<file path="src/rtl/shift_det_pkg.sv">
// shift_det_pkg: shared FSM encoding, default parameters and counter saturation helper.
// Contents: state_t (IDLE/SEARCH/TRACK/LOCKED), DEF_* parameter defaults, cnt_max().
package shift_det_pkg;
   typedef enum logic [1:0] {
      IDLE   = 2'b00,
      SEARCH = 2'b01,
      TRACK  = 2'b10,
      LOCKED = 2'b11
   } state_t;
   localparam int DEF_WIDTH       = 8;
   localparam int DEF_PERIOD      = 8;
   localparam int DEF_LOCK_THRESH = 3;
   localparam int DEF_MISS_LIMIT  = 2;
   localparam int DEF_CNT_W       = 8;
   function automatic logic [63:0] cnt_max(input int unsigned w);
      return (64'd1 << w) - 64'd1;
   endfunction
endpackage

</file>
<file path="src/rtl/shift_pattern_detector_if.sv">
// shift_pattern_detector_if: bundle between the shift register side and the pattern detector.
// Signals: q_in/q_valid (register state), pat_in/pat_load (pattern programming),
//          pat_mask (only with SHIFT_DET_MASK_EN), match/match_count/locked/state/phase (results).
// Modports: master drives stimulus and observes results; slave is the detector.
interface shift_pattern_detector_if #(
   parameter int WIDTH  = shift_det_pkg::DEF_WIDTH,
   parameter int PERIOD = shift_det_pkg::DEF_PERIOD,
   parameter int CNT_W  = shift_det_pkg::DEF_CNT_W
);
   localparam int PH_W = $clog2(PERIOD);
   logic [WIDTH-1:0] q_in;
   logic             q_valid;
   logic [WIDTH-1:0] pat_in;
   logic             pat_load;
`ifdef SHIFT_DET_MASK_EN
   logic [WIDTH-1:0] pat_mask;
`endif
   logic             match;
   logic [CNT_W-1:0] match_count;
   logic             locked;
   logic [1:0]       state;
   logic [PH_W-1:0]  phase;
   modport master (
      output q_in, q_valid, pat_in, pat_load,
`ifdef SHIFT_DET_MASK_EN
      output pat_mask,
`endif
      input  match, match_count, locked, state, phase
   );
   modport slave (
      input  q_in, q_valid, pat_in, pat_load,
`ifdef SHIFT_DET_MASK_EN
      input  pat_mask,
`endif
      output match, match_count, locked, state, phase
   );
endinterface

</file>
<file path="src/rtl/shift_det_phase_ctr.sv">
// shift_det_phase_ctr: modulo-PERIOD count of valid shifts since the last anchor or checkpoint.
// Ports: clk, rst (sync, active-high), clr (force phase to 0), en (a valid shift this cycle),
//        phase (current count), checkpoint (en while phase == PERIOD-1).
module shift_det_phase_ctr import shift_det_pkg::*; #(
   parameter int PERIOD = DEF_PERIOD,
   localparam int PH_W  = $clog2(PERIOD)
) (
   input  logic            clk,
   input  logic            rst,
   input  logic            clr,
   input  logic            en,
   output logic [PH_W-1:0] phase,
   output logic            checkpoint
);
   assign checkpoint = en && phase == PH_W'(PERIOD - 1);
   always_ff @(posedge clk)
      if (rst || clr) phase <= '0;
      else if (en) phase <= checkpoint ? '0 : phase + 1'b1;
endmodule

</file>
<file path="src/rtl/shift_pattern_detector.sv">
// shift_pattern_detector: matches each shifted register state against a programmed pattern,
// counts hits and locks onto a pattern that recurs every PERIOD valid shifts.
// Ports: clk, rst (sync, active-high), bus (shift_pattern_detector_if.slave).
// Build option: SHIFT_DET_MASK_EN adds bus.pat_mask so masked-off bits are don't-care.
module shift_pattern_detector import shift_det_pkg::*; #(
   parameter int WIDTH       = DEF_WIDTH,
   parameter int PERIOD      = DEF_PERIOD,
   parameter int LOCK_THRESH = DEF_LOCK_THRESH,
   parameter int MISS_LIMIT  = DEF_MISS_LIMIT,
   parameter int CNT_W       = DEF_CNT_W
) (
   input logic                     clk,
   input logic                     rst,
   shift_pattern_detector_if.slave bus
);
   localparam int HIT_W = $clog2(LOCK_THRESH + 1);
   localparam int MISS_W = $clog2(MISS_LIMIT + 1);
   localparam logic [CNT_W-1:0] CNT_MAX = CNT_W'(cnt_max(CNT_W));
   state_t            state;
   logic [WIDTH-1:0]  pat;
   logic [WIDTH-1:0]  mask;
   logic [HIT_W-1:0]  hits;
   logic [MISS_W-1:0] misses;
   logic              active;
   logic              hit;
   logic              checkpoint;
`ifdef SHIFT_DET_MASK_EN
   assign mask = bus.pat_mask;
`else
   assign mask = '1;
`endif
   assign active = state != IDLE;
   assign hit = bus.q_valid && ((bus.q_in & mask) == (pat & mask));
   assign bus.state = state;
   // A SEARCH hit anchors the period, so the phase restarts there.
   shift_det_phase_ctr #(.PERIOD(PERIOD)) u_phase (
      .clk        (clk),
      .rst        (rst),
      .clr        (bus.pat_load || (state == SEARCH && hit)),
      .en         (bus.q_valid && active),
      .phase      (bus.phase),
      .checkpoint (checkpoint)
   );
   always_ff @(posedge clk) begin
      if (rst) begin
         state           <= IDLE;
         pat             <= '0;
         hits            <= '0;
         misses          <= '0;
         bus.match       <= 1'b0;
         bus.match_count <= '0;
         bus.locked      <= 1'b0;
      end else if (bus.pat_load) begin
         state           <= SEARCH;
         pat             <= bus.pat_in;
         hits            <= '0;
         misses          <= '0;
         bus.match       <= 1'b0;
         bus.match_count <= '0;
         bus.locked      <= 1'b0;
      end else begin
         bus.match <= active && hit;
         if (active && hit && bus.match_count != CNT_MAX) bus.match_count <= bus.match_count + 1'b1;
         if (state == SEARCH && hit) begin
            state <= TRACK;
            hits  <= HIT_W'(1);
         end else if (state == TRACK && checkpoint) begin
            if (!hit) begin
               state <= SEARCH;
               hits  <= '0;
            end else begin
               hits <= hits + 1'b1;
               if (int'(hits) + 1 == LOCK_THRESH) begin
                  state      <= LOCKED;
                  bus.locked <= 1'b1;
                  misses     <= '0;
               end
            end
         end else if (state == LOCKED && checkpoint) begin
            if (hit) misses <= '0;
            else begin
               misses <= misses + 1'b1;
               if (int'(misses) + 1 == MISS_LIMIT) begin
                  state      <= SEARCH;
                  bus.locked <= 1'b0;
               end
            end
         end
      end
   end
endmodule

</file>
<file path="src/flat_wrapper.sv">
// flat-port wrapper written by rule: the top's interface ports become plain ports
module shift_pattern_detector_flat import shift_det_pkg::*;
#(
   parameter int WIDTH       = DEF_WIDTH,
   parameter int PERIOD      = DEF_PERIOD,
   parameter int LOCK_THRESH = DEF_LOCK_THRESH,
   parameter int MISS_LIMIT  = DEF_MISS_LIMIT,
   parameter int CNT_W       = DEF_CNT_W
)
  (clk, rst, bus_q_in, bus_q_valid, bus_pat_in, bus_pat_load, bus_match, bus_match_count, bus_locked, bus_state, bus_phase);
  shift_pattern_detector_if #(.WIDTH(WIDTH), .PERIOD(PERIOD), .CNT_W(CNT_W)) bus_i ();
  input logic clk;
  input logic rst;
  input wire logic [$bits(bus_i.q_in)-1:0] bus_q_in;
  input wire logic [$bits(bus_i.q_valid)-1:0] bus_q_valid;
  input wire logic [$bits(bus_i.pat_in)-1:0] bus_pat_in;
  input wire logic [$bits(bus_i.pat_load)-1:0] bus_pat_load;
  output wire logic [$bits(bus_i.match)-1:0] bus_match;
  output wire logic [$bits(bus_i.match_count)-1:0] bus_match_count;
  output wire logic [$bits(bus_i.locked)-1:0] bus_locked;
  output wire logic [$bits(bus_i.state)-1:0] bus_state;
  output wire logic [$bits(bus_i.phase)-1:0] bus_phase;
  assign bus_i.q_in = bus_q_in;
  assign bus_i.q_valid = bus_q_valid;
  assign bus_i.pat_in = bus_pat_in;
  assign bus_i.pat_load = bus_pat_load;
  assign bus_match = bus_i.match;
  assign bus_match_count = bus_i.match_count;
  assign bus_locked = bus_i.locked;
  assign bus_state = bus_i.state;
  assign bus_phase = bus_i.phase;
  shift_pattern_detector #(.WIDTH(WIDTH), .PERIOD(PERIOD), .LOCK_THRESH(LOCK_THRESH), .MISS_LIMIT(MISS_LIMIT), .CNT_W(CNT_W)) u_core (.clk(clk), .rst(rst), .bus(bus_i));
endmodule
</file>
<file path="config.mk">
export PLATFORM = sky130hd
export DESIGN_NAME = shift_pattern_detector_flat
export DESIGN_NICKNAME = d
export VERILOG_FILES = /design/src/rtl/shift_det_pkg.sv /design/src/rtl/shift_pattern_detector_if.sv /design/src/rtl/shift_det_phase_ctr.sv /design/src/rtl/shift_pattern_detector.sv /design/src/flat_wrapper.sv
export SDC_FILE = /design/constraint.sdc
export NUM_CORES = 1
export LEC_CHECK = 0
export ABC_AREA = 1
export BUFFER_PORTS_ARGS = -buffer_cell sky130_fd_sc_hd__buf_2
export CAP_MARGIN = 20
export CORE_UTILIZATION = 35
export CTS_CLUSTER_DIAMETER = 150
export DETAILED_ROUTE_END_ITERATION = 8
export GPL_ROUTABILITY_DRIVEN = 0
export GPL_TIMING_DRIVEN = 0
export SLEW_MARGIN = 20
export SYNTH_ARGS = -nofsm -noshare
export SYNTH_HDL_FRONTEND = slang
export SYNTH_SLANG_ARGS = --single-unit
export TNS_END_PERCENT = 10
</file>
<file path="constraint.sdc">
create_clock -name clk -period 1.6 [get_ports clk]
set_input_delay 0.24 -clock clk [delete_from_list [all_inputs] [get_ports clk]]
set_output_delay 0.24 -clock clk [all_outputs]
set_load 0.01 [all_outputs]
</file>
[After elaboration in Yosys (flattened, before gate mapping)]
Index checks and enable logic that the tools add are counted.
Operators by class
  divide/modulo/power cells: 0
  muxes and demuxes: 23
  add/sub/neg operators: 6
  shift-type cells: 0
  order comparisons: 0
  equality and inequality tests: 15
  bitwise logic cells: 1
  multipliers: 0
  reductions and logical operators: 24
Operators with widths (number)
  equality test 32 x 3 -> 1 bit (second input constant): 2
  two-way mux 2 bit: 13
  AND reduction 4 bit: 3
  two-way mux 1 bit: 9
  adder 8 x 1 -> 8 bit (second input constant): 1
  equality test 8 bit: 1
  logical AND 1 bit: 8
  != test 4 bit (second input constant): 2
  != test 8 bit (second input constant): 1
  nonzero test 2 bit: 4
  nonzero test 4 bit: 2
  adder 2 x 1 -> 3 bit (second input constant): 2
  != test 3 bit (second input constant): 2
  AND reduction 6 bit: 1
  nonzero test 3 bit: 2
  adder 2 x 1 -> 2 bit (second input constant): 2
  equality test 2 bit (second input constant): 2
  != test 2 bit (second input constant): 2
  adder 3 x 1 -> 3 bit (second input constant): 1
  equality test 3 bit (second input constant): 1
  two-way mux 3 bit: 1
  OR reduction 3 bit: 1
  equality test 2 x 1 -> 1 bit (second input constant): 1
  logical OR 1 bit: 2
  other kinds (3): 3
Word-level totals
  logic and storage cells: 79
  memory bits (read-only): 0
  memories: 0
  output and inout bits: 15
  latch bits: 0
  register bits: 27
  bits in writable memories: 0
  input port bits: 20

[Logic depth before layout (Yosys ltp)]
  word-level depth: 8
  depth in mapped cells: 14
  gate-level depth less buffers: 14

[By module]
Synthesis repeated with hierarchy kept, for this count alone.
Second synthesis, totals
  cells, all modules: 229
  area, all modules: 1584.0 µm²
Modules (own cells, without submodules)
  shift_pattern_detector: cells an instance 208, times used 1, seq. area each 480.5 µm², area an instance 1433.9 µm²
  shift_det_phase_ctr: cells an instance 21, times used 1, seq. area each 60.1 µm², area an instance 150.1 µm²

[Least setup slack after synthesis]
OpenSTA, ideal clock, no wires.
  path kind: register -> register
  from: register u_core.u_phase.phase[0]
  to: register u_core.misses[1]
  arrival: 1491 ps
  path buffers: 0
  setup slack: -19 ps
  data required time: 1472 ps
  setup time: 128 ps
  clock period less this slack: 1619 ps
  stages on the path, launching flop included: 10
  path through: dfxtp_1 > ha_1 > ha_1 > nand3_1 > nor2_1 > nand2_1 > o21ai_0 > nand3_1 > nand2_1 > nor2_1
On the way
  word-level cells in the longest chain between the ends: 5
  elaborated cells on any way between the ends: 9
  classes of those cells: 3 x eq/ne; 1 x mux; 5 x reduce/logical
Ends and longest elaborated chain
  from (decl): RTL line shift_det_phase_ctr.sv:12  | output logic [PH_W-1:0] phase,
  from (signal assigned): RTL line shift_det_phase_ctr.sv:18  | else if (en) phase <= checkpoint ? '0 : phase + 1'b1;
  equality test 3 bit (*): RTL line shift_det_phase_ctr.sv:15  | assign checkpoint = en && phase == PH_W'(PERIOD - 1);
  logical AND 1 bit (*): RTL line shift_det_phase_ctr.sv:15
  logical AND 1 bit, on equally long branches: RTL line shift_pattern_detector.sv:67, shift_pattern_detector.sv:79
  != test 2 x 1 -> 1 bit (no source line) (tied with other cells)
  AND reduction 4 bit (no source line)
  to (signal assigned): RTL line shift_pattern_detector.sv:82  | misses <= misses + 1'b1;
  to (decl): RTL line shift_pattern_detector.sv:23  | logic [MISS_W-1:0] misses;
Mark *: on every way between the ends. The rest lies on a longest branch, timed or not.
A chain may end at the register's enable or synchronous reset.

[Worst setup path after layout]
Same ends and word-level chain as after synthesis.

==> flow_metrics.tcl <==
set metrics [dict create \
    grt_pass1_wl_um 5740 \
    grt.busiest_layer "met2" \
    htreeDepth 1 \
    hold_path_depth 2 \
    hold_end "u_core.bus.state[0]" \
    synth-compound-area-share_pct 14.0 \
    grtUsageMet1_pct 20.1 \
    synth_simple_gate_area_share_pct 33.4 \
    clk_path_buf_depth 2 \
    routed_wl_um 3340 \
    core_area_sq_um 4060 \
    ios 35 \
    r2r.worst_path.cells 12 \
    antenna_cells 0 \
    synth_top_family_by_area "simple AND/OR/NAND/NOR gates" \
    cp.required_ns 1.76 \
    slew_viol_final 0 \
    design_area_sq_um 1970 \
    synth.distinct_cells 25 \
    first_pass_iters 4 \
    ys_seq_area_share_pct 35.9 \
    grtUsageTotal_pct 16.6 \
    ys_seq_elements 27 \
    dp_hpwl_um 2470 \
    io_buffers 34 \
    netlist_area_sq_um 1510 \
    cts.reportedPaths.clkPinSlew_ns 0.10 \
    preCtsSetupSlack_ns -0.134 \
    slew_headroom_pct 66.1 \
    ant_nets 0 \
    grt_pass1_vias 1423 \
    drive_gt1_share_pct 36.6 \
    r2r-start "u_core.u_phase.phase[0]" \
    synthMuxAreaShare_pct 0 \
    wl_per_cell_um 10.2 \
    grt_overflow 0 \
    die_x_um 67.6 \
    min_period_ns 1.55 \
    postPlaceCellArea_sq_um 1740 \
    p_leak_nw 0.926 \
    cts_root_buffer "clkbuf_8" \
    yosysWarnings 0 \
    grtUsageMet3_pct 4.39 \
    post-route-period-util_pct 96.6 \
    rsz0062_at_grt "true" \
    die_h_um 67.6 \
    final_cell_mix "nand2_1, buf_2, inv_1" \
    drc_errors 0 \
    holdCritPathClass "in2reg" \
    area_growth_pct 30.8 \
    clock_skew_ns 0.00788 \
    synthAdderAreaFrac_pct 4.16 \
    hold_buffers 0 \
    setup_viol 0 \
    grt_use_met2_pct 28.0 \
    start_util_pct 37.1 \
    end_kind "register" \
    antenna_found_initial 0 \
    tightest_slew_ns 0.508 \
    powerDensity_nw_per_um2 643 \
    multi_input_area_sq_um 928 \
    worstSetupPathType "reg2reg" \
    fill_cells 430 \
    drt_iter0_drc 64 \
    synth-xor-area-share_pct 2.33 \
    nets 302 \
    clock_latency_ns 0.28 \
    seq_area_sq_um 552 \
    clock-sinks 27 \
    outcome "finished clean" \
    hold_start "rst" \
    rows 23 \
    worstReg2RegEnd "u_core.misses[1]" \
    arrival_ns 1.71 \
    synthesis.nets 256 \
    max-vdd-ir-drop_v 0.000394 \
    layout_commonest_cell "nand2_1" \
    vias_per_cell 4.71 \
    synthCells 231 \
    hold_viol 0 \
    fin_ws_ns 0.0537 \
    rrSetupSlack_ns 0.05 \
    avgSynthCellArea_sq_um 6.52 \
    critPathMaxFanout 4 \
    grt_max_degree 16 \
    cts_tree "built" \
    die-area_sq_um 4570 \
    fmax_mhz 647 \
    num_vias 1534 \
    start_kind "register" \
    cap_violations 0 \
    cts_buffers 3 \
]
==> registers in the layout, summed over array words and instances (netlist names) <==
register and count:
u_core.bus.state 2, u_core.hits 2, u_core.bus.match_count 8, u_core.misses 2, u_core.bus.locked 1, u_core.bus.match 1
u_core.pat 8, u_core.u_phase.phase 3
==> cell families (layout without fill, tap and decap cells) <==
group / Yosys count / count (layout)
and+or+nand+nor: 115 / 115
buffers and inverters: 41 / 86
AOI/OAI and AO/OA: 39 / 39
DFF: 27 / 27
adders and majority gates: 5 / 5
xor gates and xnor gates: 4 / 4
==> critical path, stage by stage (launching register included) <==
cell and delay [ns]:
dfxtp_2 0.36, ha_2 0.20, ha_4 0.15, nand3_4 0.10
nor2_4 0.14, buf_4 0.13, nand2_2 0.04, nand2_2 0.06
inv_2 0.05, nand2_2 0.07, nand2_1 0.05, nand2_1 0.05
nor2_1 0.03
==> cells in the mapped netlist <==
| cell | count | area [sq um] |
|---|---|---|
| nand2_4 | 1 | 11.3 |
| nand4_1 | 3 | 18.8 |
| inv_2 | 3 | 11.3 |
| ha_1 | 5 | 62.6 |
| nand2_1 | 62 | 233 |
| a21oi_2 | 2 | 17.5 |
| nand3_1 | 10 | 50.1 |
| o21bai_1 | 2 | 15.0 |
| clkbuf_1 | 1 | 3.75 |
| nand3b_1 | 1 | 7.51 |
| o21ai_1 | 1 | 5.00 |
| nor2_1 | 25 | 93.8 |
| nor2_2 | 2 | 12.5 |
| clkinv_1 | 1 | 3.75 |
| o21a_1 | 1 | 7.51 |
| o21ai_0 | 12 | 60.1 |
| inv_1 | 35 | 131 |
| xor2_1 | 4 | 35.0 |
| dfxtp_1 | 27 | 541 |
| buf_1 | 1 | 3.75 |
| nor3_1 | 4 | 20.0 |
| a21oi_1 | 21 | 105 |
| nand3_2 | 2 | 20.0 |
| nor2_4 | 1 | 11.3 |
| nand2_2 | 4 | 25.0 |
==> layer usage <==
layer,vias to the layer above,wire length (um)
li1,812,-
met1,691,1570
met2,27,1610
met3,4,125
met4,0,34
met5,-,0
==> power breakdown <==
part	internal [W]	switching, W
Sequential	0.000691	0.0000119
Clock	0.000175	0.000216
Combinational	0.0000646	0.000107
Total	0.000930	0.000335
==> per-stage QoR <==
step           std cells  hold WS (ns)  utilization (%)  power (W)  TNS [ns]
2_1_floorplan        231         0.302                -   0.000812         0
3_3_place_gp         315         0.439             42.9   0.000864    -0.694
4_1_cts              322         0.135             45.3    0.00126         0
3_5_place_dp         315         0.439             42.9   0.000865    -0.660
5_1_grt              326         0.129             48.5    0.00135    -0.239
6_report             326         0.139             48.5    0.00127         0
==> area by class of cell <==
type | count | share of cell area, %
Multi-Input combinational cell | 163 | 47.1
Sequential cell | 27 | 28.0
Timing Repair Buffer | 41 | 11.5
Inverter | 39 | 7.43
Tap cell | 50 | 3.18
Clock buffer | 3 | 2.10
Buffer | 2 | 0.381
Clock inverter | 1 | 0.254
==> what timing repair did <==
action	in CTS	in global routing
resized for setup	10	38
setup buffers	3	4
pin swaps	3	16
endpoints found under the setup margin	13	15
==> worst max-delay path by stage <==
| stage | start | endpoint | depth (start not counted) |
|---|---|---|---|
| finish | u_core.u_phase.phase[0] | u_core.misses[1] | 12 |
| global route | u_core.pat[5] | u_core.bus.match_count[4] | 11 |
| CTS | u_core.u_phase.phase[1] | u_core.bus.state[1] | 10 |
| detailed placement | u_core.bus.match_count[1] | u_core.bus.match_count[4] | 11 |
| global placement | u_core.u_phase.phase[0] | u_core.bus.locked | 9 |
| floorplan | u_core.u_phase.phase[0] | u_core.misses[1] | 9 |
No activity file was read; power rests on OpenSTA's default activity.
